**src/rtl/button_conditioner_if.sv**
```systemverilog
// Signal bundle between the raw push-button pin and its conditioned outputs.
// The conditioner takes the slave side; board/user logic takes the master side.
interface button_conditioner_if;
   logic btn_raw;
   logic btn_level;
   logic btn_press;
   logic btn_release;
   logic rst_req;

   modport master (
      output btn_raw,
      input  btn_level,
      input  btn_press,
      input  btn_release,
      input  rst_req
   );

   modport slave (
      input  btn_raw,
      output btn_level,
      output btn_press,
      output btn_release,
      output rst_req
   );
endinterface

```
**src/rtl/button_conditioner.sv**
```systemverilog
// Push-button front end: synchroniser, debouncer, press/release strobes, long-press reset request.
// Define BUTTON_AUTOREPEAT_EN to add periodic extra btn_press strobes while the button is held.
module button_conditioner #(
   parameter int unsigned SYNC_STAGES = 2,
   parameter int unsigned DEBOUNCE    = 50000,
   parameter int unsigned LONG_PRESS  = 12000000,
   parameter int unsigned RST_PULSE   = 16,
   parameter int unsigned REPEAT      = 3000000
) (
   input logic                 CLK,
   input logic                 RESET,
   button_conditioner_if.slave btn
);

   localparam int unsigned DEB_W  = $clog2(DEBOUNCE + 1);
   localparam int unsigned HOLD_W = $clog2(LONG_PRESS + 1);
   localparam int unsigned RST_W  = $clog2(RST_PULSE + 1);

   localparam logic [DEB_W-1:0]  DEB_ONE  = DEB_W'(1);
   localparam logic [DEB_W-1:0]  DEB_MAX  = DEB_W'(DEBOUNCE);
   localparam logic [HOLD_W-1:0] HOLD_MAX = HOLD_W'(LONG_PRESS);
   localparam logic [RST_W-1:0]  RST_MAX  = RST_W'(RST_PULSE);

   localparam logic [1:0] IDLE         = 2'd0;
   localparam logic [1:0] PRESS_WAIT   = 2'd1;
   localparam logic [1:0] HELD         = 2'd2;
   localparam logic [1:0] RELEASE_WAIT = 2'd3;

   if (SYNC_STAGES < 2) begin : g_bad_sync
      $error("SYNC_STAGES must be at least 2");
   end
   if (DEBOUNCE < 1 || LONG_PRESS < 1 || RST_PULSE < 1 || REPEAT < 1) begin : g_bad_count
      $error("DEBOUNCE, LONG_PRESS, RST_PULSE and REPEAT must be at least 1");
   end

   logic [SYNC_STAGES-1:0] sync_q;
   logic                   btn_s;

   logic [1:0]        state_q, state_d;
   logic [DEB_W-1:0]  deb_cnt_q, deb_cnt_d;
   logic [HOLD_W-1:0] hold_cnt_q, hold_cnt_d;
   logic [RST_W-1:0]  rst_cnt_q, rst_cnt_d;
   logic              rst_fired_q, rst_fired_d;
   logic              level_q, level_d;
   logic              press_q, press_d;
   logic              release_q, release_d;
   logic              rst_req_q, rst_req_d;
   logic              accept_press;
   logic              fire;
   logic              rep_fire;

   // Metastability chain; only the last stage is ever looked at.
   always_ff @(posedge CLK or posedge RESET) begin
      if (RESET) begin
         sync_q <= '0;
      end else begin
         sync_q <= {sync_q[SYNC_STAGES-2:0], btn.btn_raw};
      end
   end

   assign btn_s = sync_q[SYNC_STAGES-1];

   always_comb begin
      state_d      = state_q;
      deb_cnt_d    = deb_cnt_q;
      hold_cnt_d   = hold_cnt_q;
      rst_fired_d  = rst_fired_q;
      level_d      = level_q;
      release_d    = 1'b0;
      accept_press = 1'b0;
      fire         = 1'b0;

      case (state_q)
         IDLE: begin
            if (btn_s) begin
               state_d   = PRESS_WAIT;
               deb_cnt_d = DEB_ONE;
            end
         end
         PRESS_WAIT: begin
            if (!btn_s) begin
               state_d = IDLE;
            end else if (deb_cnt_q == DEB_MAX) begin
               state_d      = HELD;
               level_d      = 1'b1;
               accept_press = 1'b1;
               hold_cnt_d   = '0;
               rst_fired_d  = 1'b0;
            end else begin
               deb_cnt_d = deb_cnt_q + DEB_ONE;
            end
         end
         HELD: begin
            if (!btn_s) begin
               state_d   = RELEASE_WAIT;
               deb_cnt_d = DEB_ONE;
            end else if (hold_cnt_q != HOLD_MAX) begin
               hold_cnt_d = hold_cnt_q + HOLD_W'(1);
               // Fires once on the cycle the hold time is reached; saturation keeps it there.
               if (hold_cnt_d == HOLD_MAX && !rst_fired_q) begin
                  fire        = 1'b1;
                  rst_fired_d = 1'b1;
               end
            end
         end
         RELEASE_WAIT: begin
            // Bounce back to HELD keeps hold_cnt so long-press timing is not restarted.
            if (btn_s) begin
               state_d = HELD;
            end else if (deb_cnt_q == DEB_MAX) begin
               state_d   = IDLE;
               level_d   = 1'b0;
               release_d = 1'b1;
            end else begin
               deb_cnt_d = deb_cnt_q + DEB_ONE;
            end
         end
         default: begin
            state_d = IDLE;
         end
      endcase
   end

`ifdef BUTTON_AUTOREPEAT_EN
   localparam int unsigned REP_W = $clog2(REPEAT + 1);
   localparam logic [REP_W-1:0] REP_LAST = REP_W'(REPEAT - 1);

   logic [REP_W-1:0] rep_cnt_q, rep_cnt_d;

   // Runs through HELD and RELEASE_WAIT; stops on the cycle that returns to IDLE.
   always_comb begin
      rep_cnt_d = rep_cnt_q;
      rep_fire  = 1'b0;
      if (state_q == PRESS_WAIT) begin
         rep_cnt_d = '0;
      end else if ((state_q == HELD || state_q == RELEASE_WAIT) && state_d != IDLE) begin
         if (rep_cnt_q == REP_LAST) begin
            rep_cnt_d = '0;
            rep_fire  = 1'b1;
         end else begin
            rep_cnt_d = rep_cnt_q + REP_W'(1);
         end
      end
   end

   always_ff @(posedge CLK or posedge RESET) begin
      if (RESET) begin
         rep_cnt_q <= '0;
      end else begin
         rep_cnt_q <= rep_cnt_d;
      end
   end
`else
   assign rep_fire = 1'b0;
`endif

   assign press_d = accept_press | rep_fire;

   // Pulse width is counted independently of the button so a release cannot shorten it.
   always_comb begin
      rst_cnt_d = rst_cnt_q;
      if (fire) begin
         rst_cnt_d = RST_MAX;
      end else if (rst_cnt_q != '0) begin
         rst_cnt_d = rst_cnt_q - RST_W'(1);
      end
      rst_req_d = (rst_cnt_d != '0);
   end

   always_ff @(posedge CLK or posedge RESET) begin
      if (RESET) begin
         state_q     <= IDLE;
         deb_cnt_q   <= '0;
         hold_cnt_q  <= '0;
         rst_cnt_q   <= '0;
         rst_fired_q <= 1'b0;
         level_q     <= 1'b0;
         press_q     <= 1'b0;
         release_q   <= 1'b0;
         rst_req_q   <= 1'b0;
      end else begin
         state_q     <= state_d;
         deb_cnt_q   <= deb_cnt_d;
         hold_cnt_q  <= hold_cnt_d;
         rst_cnt_q   <= rst_cnt_d;
         rst_fired_q <= rst_fired_d;
         level_q     <= level_d;
         press_q     <= press_d;
         release_q   <= release_d;
         rst_req_q   <= rst_req_d;
      end
   end

   assign btn.btn_level   = level_q;
   assign btn.btn_press   = press_q;
   assign btn.btn_release = release_q;
   assign btn.rst_req     = rst_req_q;

   a_press_release_exclusive : assert property (
      @(posedge CLK) disable iff (RESET) !(press_q && release_q)
   );

endmodule

```
**src/flat_wrapper.sv**
```systemverilog
// flat-port wrapper written by rule: the top's interface ports become plain ports
module button_conditioner_flat 
#(
   parameter int unsigned SYNC_STAGES = 2,
   parameter int unsigned DEBOUNCE    = 50000,
   parameter int unsigned LONG_PRESS  = 12000000,
   parameter int unsigned RST_PULSE   = 16,
   parameter int unsigned REPEAT      = 3000000
)
  (CLK, RESET, btn_btn_raw, btn_btn_level, btn_btn_press, btn_btn_release, btn_rst_req);
  button_conditioner_if btn_i ();
  input logic CLK;
  input logic RESET;
  input wire logic [$bits(btn_i.btn_raw)-1:0] btn_btn_raw;
  output wire logic [$bits(btn_i.btn_level)-1:0] btn_btn_level;
  output wire logic [$bits(btn_i.btn_press)-1:0] btn_btn_press;
  output wire logic [$bits(btn_i.btn_release)-1:0] btn_btn_release;
  output wire logic [$bits(btn_i.rst_req)-1:0] btn_rst_req;
  assign btn_i.btn_raw = btn_btn_raw;
  assign btn_btn_level = btn_i.btn_level;
  assign btn_btn_press = btn_i.btn_press;
  assign btn_btn_release = btn_i.btn_release;
  assign btn_rst_req = btn_i.rst_req;
  button_conditioner #(.SYNC_STAGES(SYNC_STAGES), .DEBOUNCE(DEBOUNCE), .LONG_PRESS(LONG_PRESS), .RST_PULSE(RST_PULSE), .REPEAT(REPEAT)) u_core (.CLK(CLK), .RESET(RESET), .btn(btn_i));
endmodule
```
**config.mk**
```make
export PLATFORM = sky130hd
export DESIGN_NAME = button_conditioner_flat
export DESIGN_NICKNAME = d
export VERILOG_FILES = /design/src/rtl/button_conditioner_if.sv /design/src/rtl/button_conditioner.sv /design/src/flat_wrapper.sv
export SDC_FILE = /design/constraint.sdc
export NUM_CORES = 1
export LEC_CHECK = 0
export CELL_PAD_IN_SITES_DETAIL_PLACEMENT = 1
export CELL_PAD_IN_SITES_GLOBAL_PLACEMENT = 2
export CORE_MARGIN = 2
export CORE_UTILIZATION = 39
export CTS_CLUSTER_SIZE = 10
export DETAILED_ROUTE_END_ITERATION = 8
export PLACE_DENSITY_LB_ADDON = 0.1
export SETUP_SLACK_MARGIN = 0.4
export SYNTH_ARGS = -nofsm -noshare
export SYNTH_HDL_FRONTEND = slang
export SYNTH_SLANG_ARGS = --single-unit
```
**constraint.sdc**
```tcl
create_clock -name CLK -period 2.9 [get_ports CLK]
set_input_delay 0.29 -clock CLK [delete_from_list [all_inputs] [get_ports CLK]]
set_output_delay 0.29 -clock CLK [all_outputs]
set_load 0.05 [all_outputs]
```
==> results of run 1 <==
[per-stage QoR]
stage	utilization	instances	instance area, um^2	hold WS [ns]
final	0.5002	502	3905	0.3601
after global routing	0.5002	502	3905	0.3816
after CTS	0.4909	498	3832	0.3623
after detailed placement	0.4474	474	3493	0.3373
after global placement	0.4474	474	3493	0.3375
after floorplan	-	364	3229	0.3214
[power by group]
part           switching, W  leakage, nW  total (W)  internal (W)
logic             0.0000449        0.788  0.0000753     0.0000303
registers         0.0000178        0.726   0.000783      0.000765
clock network      0.000276       0.0514   0.000535      0.000259
total              0.000339         1.57    0.00139       0.00105
[worst reg2reg max path: cells and delay by family, from the launching register on]
kind	cells	cell delay (ns)
flip-flops	1	0.48
adder cells (fa/ha/maj)	1	0.14
AO/OA/AOI/OAI	2	0.17
buffers and inverters	3	0.38
AND/OR/NAND/NOR	4	1.24
[cell usage in the layout (no fill, tap or decap), drive strengths merged, types with 2 or more instances in the layout]
cell type,count
a21oi,12
nor3,9
xnor2,10
o21ai,42
a31oi,10
buf,46
or4b,4
and3,4
dfrtp,54
clkbuf,6
xor2,9
o41ai,5
and2,3
clkdlybuf4s50,6
o31ai,9
mux2,2
inv,12
nor4,10
or4,5
nand2,31
nand2b,3
or3,9
a211oi,2
and4,4
nand4,12
nor2,36
nor3b,5
nand3,10
nand4b,2
ha,6
[metal layers]
layer | track usage | part of all wire
met5 | 0 | 0
met2 | 0.4179 | 0.50
met3 | 0.03113 | 0.027
met1 | 0.2869 | 0.45
met4 | 0.06522 | 0.018
[what timing repair did]
| item | 4_1_cts | 5_1_grt |
|---|---|---|
| resized for setup | 28 | 13 |
| buffers inserted | 15 | 3 |
| setup endpoints to repair | 32 | 32 |
| cloned | 1 | 1 |
| pin swaps | 8 | 9 |
| hold endpoints to repair | 0 | 0 |
[cell families after synthesis]
group                      Yosys count  synth area share
xor gates and xnor gates            19           0.05216
AOI/OAI and AO/OA                   94            0.1871
muxes                                3           0.01020
adders and majority gates            6           0.02353
DFF                                 54            0.4235
buffers and inverters               36           0.04510
and+or+nand+nor                    152            0.2584
[final cells by class]
cell class,count,area share
flip-flops and latches,54,0.3492
inverters,12,0.01153
well taps,102,0.03268
clock buffers,6,0.01858
repair buffers,52,0.1086
clock inverters,2,0.009612
multi-input cells,274,0.4697
[worst paths after layout]
kind	startpoint	endpoint	slack, ns	cells after the start
setup / recovery	u_core.hold_cnt_q[1]	u_core.btn.rst_req	0.37	10
hold / removal	u_core.sync_q[0]	u_core.sync_q[1]	0.36	0
setup reg to reg	u_core.hold_cnt_q[1]	u_core.btn.rst_req	0.37	10
hold reg to reg	u_core.sync_q[0]	u_core.sync_q[1]	0.36	0
max in group asynchronous	RESET	u_core.hold_cnt_q[13]	1.82	3
min in group asynchronous	RESET	u_core.hold_cnt_q[1]	0.39	2
[state kept, by name, summed over array words and instances, names as in the netlist, named ones only]
register / cells
u_core.rst_fired_q: 1
u_core.deb_cnt_q: 16
u_core.hold_cnt_q: 24
u_core.state_q: 1
u_core.sync_q: 2
u_core.rst_cnt_q: 5
u_core.btn.btn_release: 1
u_core.btn.btn_press: 1
u_core.btn.rst_req: 1
u_core.btn.btn_level: 1
==> flow_metrics.env, run 1 <==
export IMPL_fin_skew_ns=0.009375
export IMPL_regArea_mm2=0.001364
export IMPL_vias=2958
export IMPL_critical_path_class="register to register"
export IMPL_dp_slack_ns=0.1890
export IMPL_ys_seq_area_frac=0.4235
export IMPL_worstPathArrival_ns=2.73
export IMPL_cts_tree="yes"
export IMPL_cts_made_buffers=5
export IMPL_drive_gt1_frac=0.2400
export IMPL_cts_sinks=54
export IMPL_ir_worst_vdd_mv=0.1945
export IMPL_start_kind="register"
export IMPL_globalplace_congestion=0.8277
export IMPL_tns_ns=0
export IMPL_drc=0
export IMPL_multi_input_area_mm2=0.001834
export IMPL_critPathMaxStageDelay_ns=0.50
export IMPL_cts_buffer_depth=2
export IMPL_clk_latency_ns=0.32
export IMPL_nNetsFinal=408
export IMPL_status="finished clean"
export IMPL_setup_slack_ns=0.3702
export IMPL_h_tree_depth=2
export IMPL_place_hpwl_mm=6.404
export IMPL_grt_usage=0.2308
export IMPL_fp_dieArea_mm2=0.008921
export IMPL_synth_most_common_cell="dfrtp_1"
export IMPL_yosys_area_top_type="dfrtp_1"
export IMPL_overflow=0
export IMPL_post_drt_wl_per_cell_um=19.15
export IMPL_drv_cap=0
export IMPL_clk_pin_slew_ns=0.11
export IMPL_rsz0062_at_grt="true"
export IMPL_syn_cell_area_mm2=0.003191
export IMPL_ant_nets=0
export IMPL_drt_wl_total_mm=9.615
export IMPL_finalSetupViolCount=0
export IMPL_ys_ff_latch=54
export IMPL_yosysTopAreaCellShare=0.4235
export IMPL_synthToLayoutAreaGrowth_pct=22.39
export IMPL_min_period_ns=2.530
export IMPL_n_fill_cell=924
export IMPL_finalHoldViolCount=0
export IMPL_grt_pass1_wl_mm=15.98
export IMPL_antenna_found_initial=0
export IMPL_crit_required_ns=3.10
export IMPL_row_count=32
export IMPL_synth_edf_count=0
export IMPL_finalMaxSlewViolations=0
export IMPL_crit_chain="buf_4 > inv_1 > ha_1 > or3b_4 > nor4_2 > buf_4 > a21oi_1 > nand4_1 > a2111oi_4 > or4_1"
export IMPL_ios=7
export IMPL_critPathCaptureType="register"
export IMPL_finalCritPeriodShare=0.8723
export IMPL_synth_nets=373
export IMPL_postCtsHoldBufs=0
export IMPL_relSlewSlack=0.4959
export IMPL_drt_iter0_markers=118
export IMPL_fp_dieH_um=94.45
export IMPL_viasPerCell=5.892
export IMPL_power_leakage_nw=1.565
export IMPL_yosysWarnings=0
export IMPL_portBuffers=6
export IMPL_cp_max_fo=4
export IMPL_critPathTopFamily="simple AND/OR/NAND/NOR gates"
export IMPL_start_util=0.4087
export IMPL_core_area_mm2=0.007807
export IMPL_diodes=0
export IMPL_synth_common_cells="dfrtp_1, o21ai_0, nor2_1"
export IMPL_synthArstFlopShare=1.000
export IMPL_grt_max_degree=32
export IMPL_die_w_um=94.45
export IMPL_syn_inst=364
export IMPL_hold_class="register to register"
export IMPL_powerDensity_mw_per_mm2=356.7
export IMPL_synth_area_leaders="dfrtp_1, o21ai_0, nor2_1, nand2_1, xnor2_1"
export IMPL_worst_pin_slew_ns=0.7544
export IMPL_ys_flop_type="dfrtp_1"
export IMPL_path_buf_inv=3
export IMPL_firstDrtPassIters=4
export IMPL_fmax_mhz=395.3
export IMPL_syn_avg_cell_area_um2=8.765
export IMPL_grt_pass1_vias=3120
export IMPL_synth_cell_type_count=55
export IMPL_root_buffer="clkbuf_8"
export IMPL_cpMostUsedCell="buf_4"
export IMPL_cp_slowest_cell="or4_1"
export IMPL_power_total_w=0.001393
Note: power is estimated with default switching activity, not from simulation.
==> run 2, diff against run 1 <==
CAP_MARGIN = 25   (was not set)
==> results of run 2 <==
Final layout, timing and power as in run 1 (identical DEF).
==> run 3, diff against run 2 <==
CORE_MARGIN = not set   (was 2)
==> run 3 against run 2 <==
Compared with the run above:
- worst setup slack got worse by 0.13 ns
- wire length rose by 2.2%
- clock power fell by 9.3%
- cell area rose by 2.3%
- non-clock buffer count rose by 10
- flip-flop and latch count did not move
- critical path type unchanged
- largest cell class unchanged
- largest power group unchanged
==> flow_metrics.env, run 3 (synthesized netlist as in run 1, its figures left out) <==
export IMPL_n_fill_cell=919
export IMPL_finalCritPeriodShare=0.9155
export IMPL_cp_max_fo=6
export IMPL_critical_path_class="register to register"
export IMPL_final_util=0.5117
export IMPL_grt_pass1_vias=3201
export IMPL_layout_common_cells="buf_4, dfrtp_1, o21ai_0"
export IMPL_drt_iter0_markers=177
export IMPL_cts_sinks=54
export IMPL_switching_share=0.2426
export IMPL_place_hpwl_mm=6.457
export IMPL_critPathTopFamily="simple AND/OR/NAND/NOR gates"
export IMPL_worstPathArrival_ns=2.83
export IMPL_status="finished clean"
export IMPL_power_leakage_nw=1.617
export IMPL_cpMostUsedCell="buf_4"
export IMPL_pwr_share_clk=0.364
export IMPL_crit_chain="buf_4 > nand4_1 > or4_4 > or4_1 > a211o_1 > a2111oi_4 > buf_4 > nor3_1"
export IMPL_drv_cap=0
export IMPL_ant_nets=0
export IMPL_critPathCaptureType="register"
export IMPL_r2r_start="u_core.hold_cnt_q[15]"
export IMPL_fmax_mhz=376.7
export IMPL_drt_wl_total_mm=9.828
export IMPL_relSlewSlack=0.5434
export IMPL_post_drt_wl_per_cell_um=19.20
export IMPL_dp_cells=475
export IMPL_critPathMaxStageDelay_ns=0.59
export IMPL_finalMaxSlewViolations=0
export IMPL_p_int_w=0.001010
export IMPL_multi_input_area_mm2=0.001851
export IMPL_start_util=0.4087
export IMPL_postCtsHoldBufs=0
export IMPL_path_buf_inv=2
export IMPL_powerDensity_mw_per_mm2=333.9
export IMPL_overflow=0
export IMPL_diodes=0
export IMPL_fp_dieH_um=92.45
export IMPL_clk_latency_ns=0.31
export IMPL_mostFrequentLayoutCell="buf_4"
export IMPL_min_period_ns=2.655
export IMPL_grt_pass1_wl_mm=16.43
export IMPL_pwr_share_comb=0.049
export IMPL_ir_worst_vdd_mv=0.1670
export IMPL_power_switching_w=0.0003236
export IMPL_top_register="u_core.hold_cnt_q"
export IMPL_h_tree_depth=2
export IMPL_portBuffers=6
export IMPL_cts_buffer_depth=2
export IMPL_viasPerCell=5.945
export IMPL_die_w_um=92.45
export IMPL_cts_tree="yes"
export IMPL_drive_gt1_frac=0.2683
export IMPL_crit_required_ns=3.08
export IMPL_power_total_w=0.001334
export IMPL_core_area_mm2=0.007807
export IMPL_largest_reg_flops=24
export IMPL_r2r_setup_slack_ns=0.25
export IMPL_fin_skew_ns=0.006791
export IMPL_root_buffer="clkbuf_8"
export IMPL_globalplace_congestion=0.8548
export IMPL_row_count=32
export IMPL_hold_class="input pin to asynchronous set/reset pin"
export IMPL_timing_rr_end="u_core.rst_cnt_q[2]"
export IMPL_start_kind="register"
export IMPL_layoutNonFillerInstCount=512
export IMPL_tns_ns=0
export IMPL_rsz0062_at_grt="true"
export IMPL_worst_pin_slew_ns=0.6833
export IMPL_cts_made_buffers=5
export IMPL_finalHoldViolCount=0
export IMPL_reg_top3="u_core.hold_cnt_q x24, u_core.deb_cnt_q x16, u_core.rst_cnt_q x5"
export IMPL_synthToLayoutAreaGrowth_pct=25.22
export IMPL_grt_max_degree=28
export IMPL_final_area_mm2=0.003995
export IMPL_antenna_found_initial=0
export IMPL_fp_dieArea_mm2=0.008547
export IMPL_regArea_mm2=0.001364
export IMPL_ios=7
export IMPL_clk_pin_slew_ns=0.10
export IMPL_drc=0
export IMPL_place_area_mm2=0.003501
export IMPL_ff2ff_path_depth=8
export IMPL_seqPwrFrac=0.587
export IMPL_grt_usage=0.2442
export IMPL_cp_slowest_cell="or4_4"
export IMPL_nNetsFinal=418
export IMPL_vias=3044
export IMPL_finalSetupViolCount=0
export IMPL_firstDrtPassIters=4
run 3: power by group through the flow:
stage | combinational [W] | clock (W) | sequential, W
after floorplan | 0.0000423 | 0 | 0.000790
after global placement | 0.0000566 | 0 | 0.000798
after detailed placement | 0.0000586 | 0 | 0.000799
after CTS | 0.0000598 | 0.000500 | 0.000784
after global routing | 0.0000771 | 0.000527 | 0.000786
final | 0.0000660 | 0.000485 | 0.000783
run 3: cell type report:
class,instances,share of cell area
sequential,54,0.3414
inverter,12,0.01127
timing repair buffer,62,0.1259
clock inverter,1,0.002192
clock buffer,7,0.02412
tap,102,0.03194
multi-input combinational,274,0.4632
run 3: routing by layer:
metal,share of wire,vias to the layer above,GRT usage
li1,-,1428,-
met1,0.44,1562,0.2939
met2,0.52,38,0.4475
met3,0.016,16,0.02956
met4,0.025,0,0.08073
met5,0,-,0
run 3: worst max-delay path by stage:
| stage | from | endpoint | slack, ns | cells after the start |
|---|---|---|---|---|
| 3_3_place_gp | u_core.hold_cnt_q[13] | u_core.rst_cnt_q[2] | 0.15 | 7 |
| 5_1_grt | u_core.hold_cnt_q[15] | u_core.rst_cnt_q[3] | 0.18 | 8 |
| 2_1_floorplan | u_core.hold_cnt_q[15] | u_core.btn.rst_req | 0.42 | 8 |
| 3_5_place_dp | u_core.hold_cnt_q[13] | u_core.rst_cnt_q[2] | 0.09 | 7 |
| 4_1_cts | u_core.hold_cnt_q[1] | u_core.rst_cnt_q[2] | 0.32 | 7 |
| 6_report | u_core.hold_cnt_q[15] | u_core.rst_cnt_q[2] | 0.25 | 8 |
run 3: timing repair:
item / 4_1_cts / 5_1_grt
endpoints found under the setup margin: 32 / 31
pin swaps: 12 / 5
resized for setup: 28 / 18
setup buffers: 19 / 8
gates cloned: 1 / 1
run 3: stage by stage:
stage / hold WS, ns / setup WS (ns)
final: 0.3537 / 0.2451
after global routing: 0.3831 / 0.1830
after CTS: 0.3751 / 0.3194
after detailed placement: 0.3517 / 0.09282
after global placement: 0.3378 / 0.1518
after floorplan: 0.3214 / 0.4168
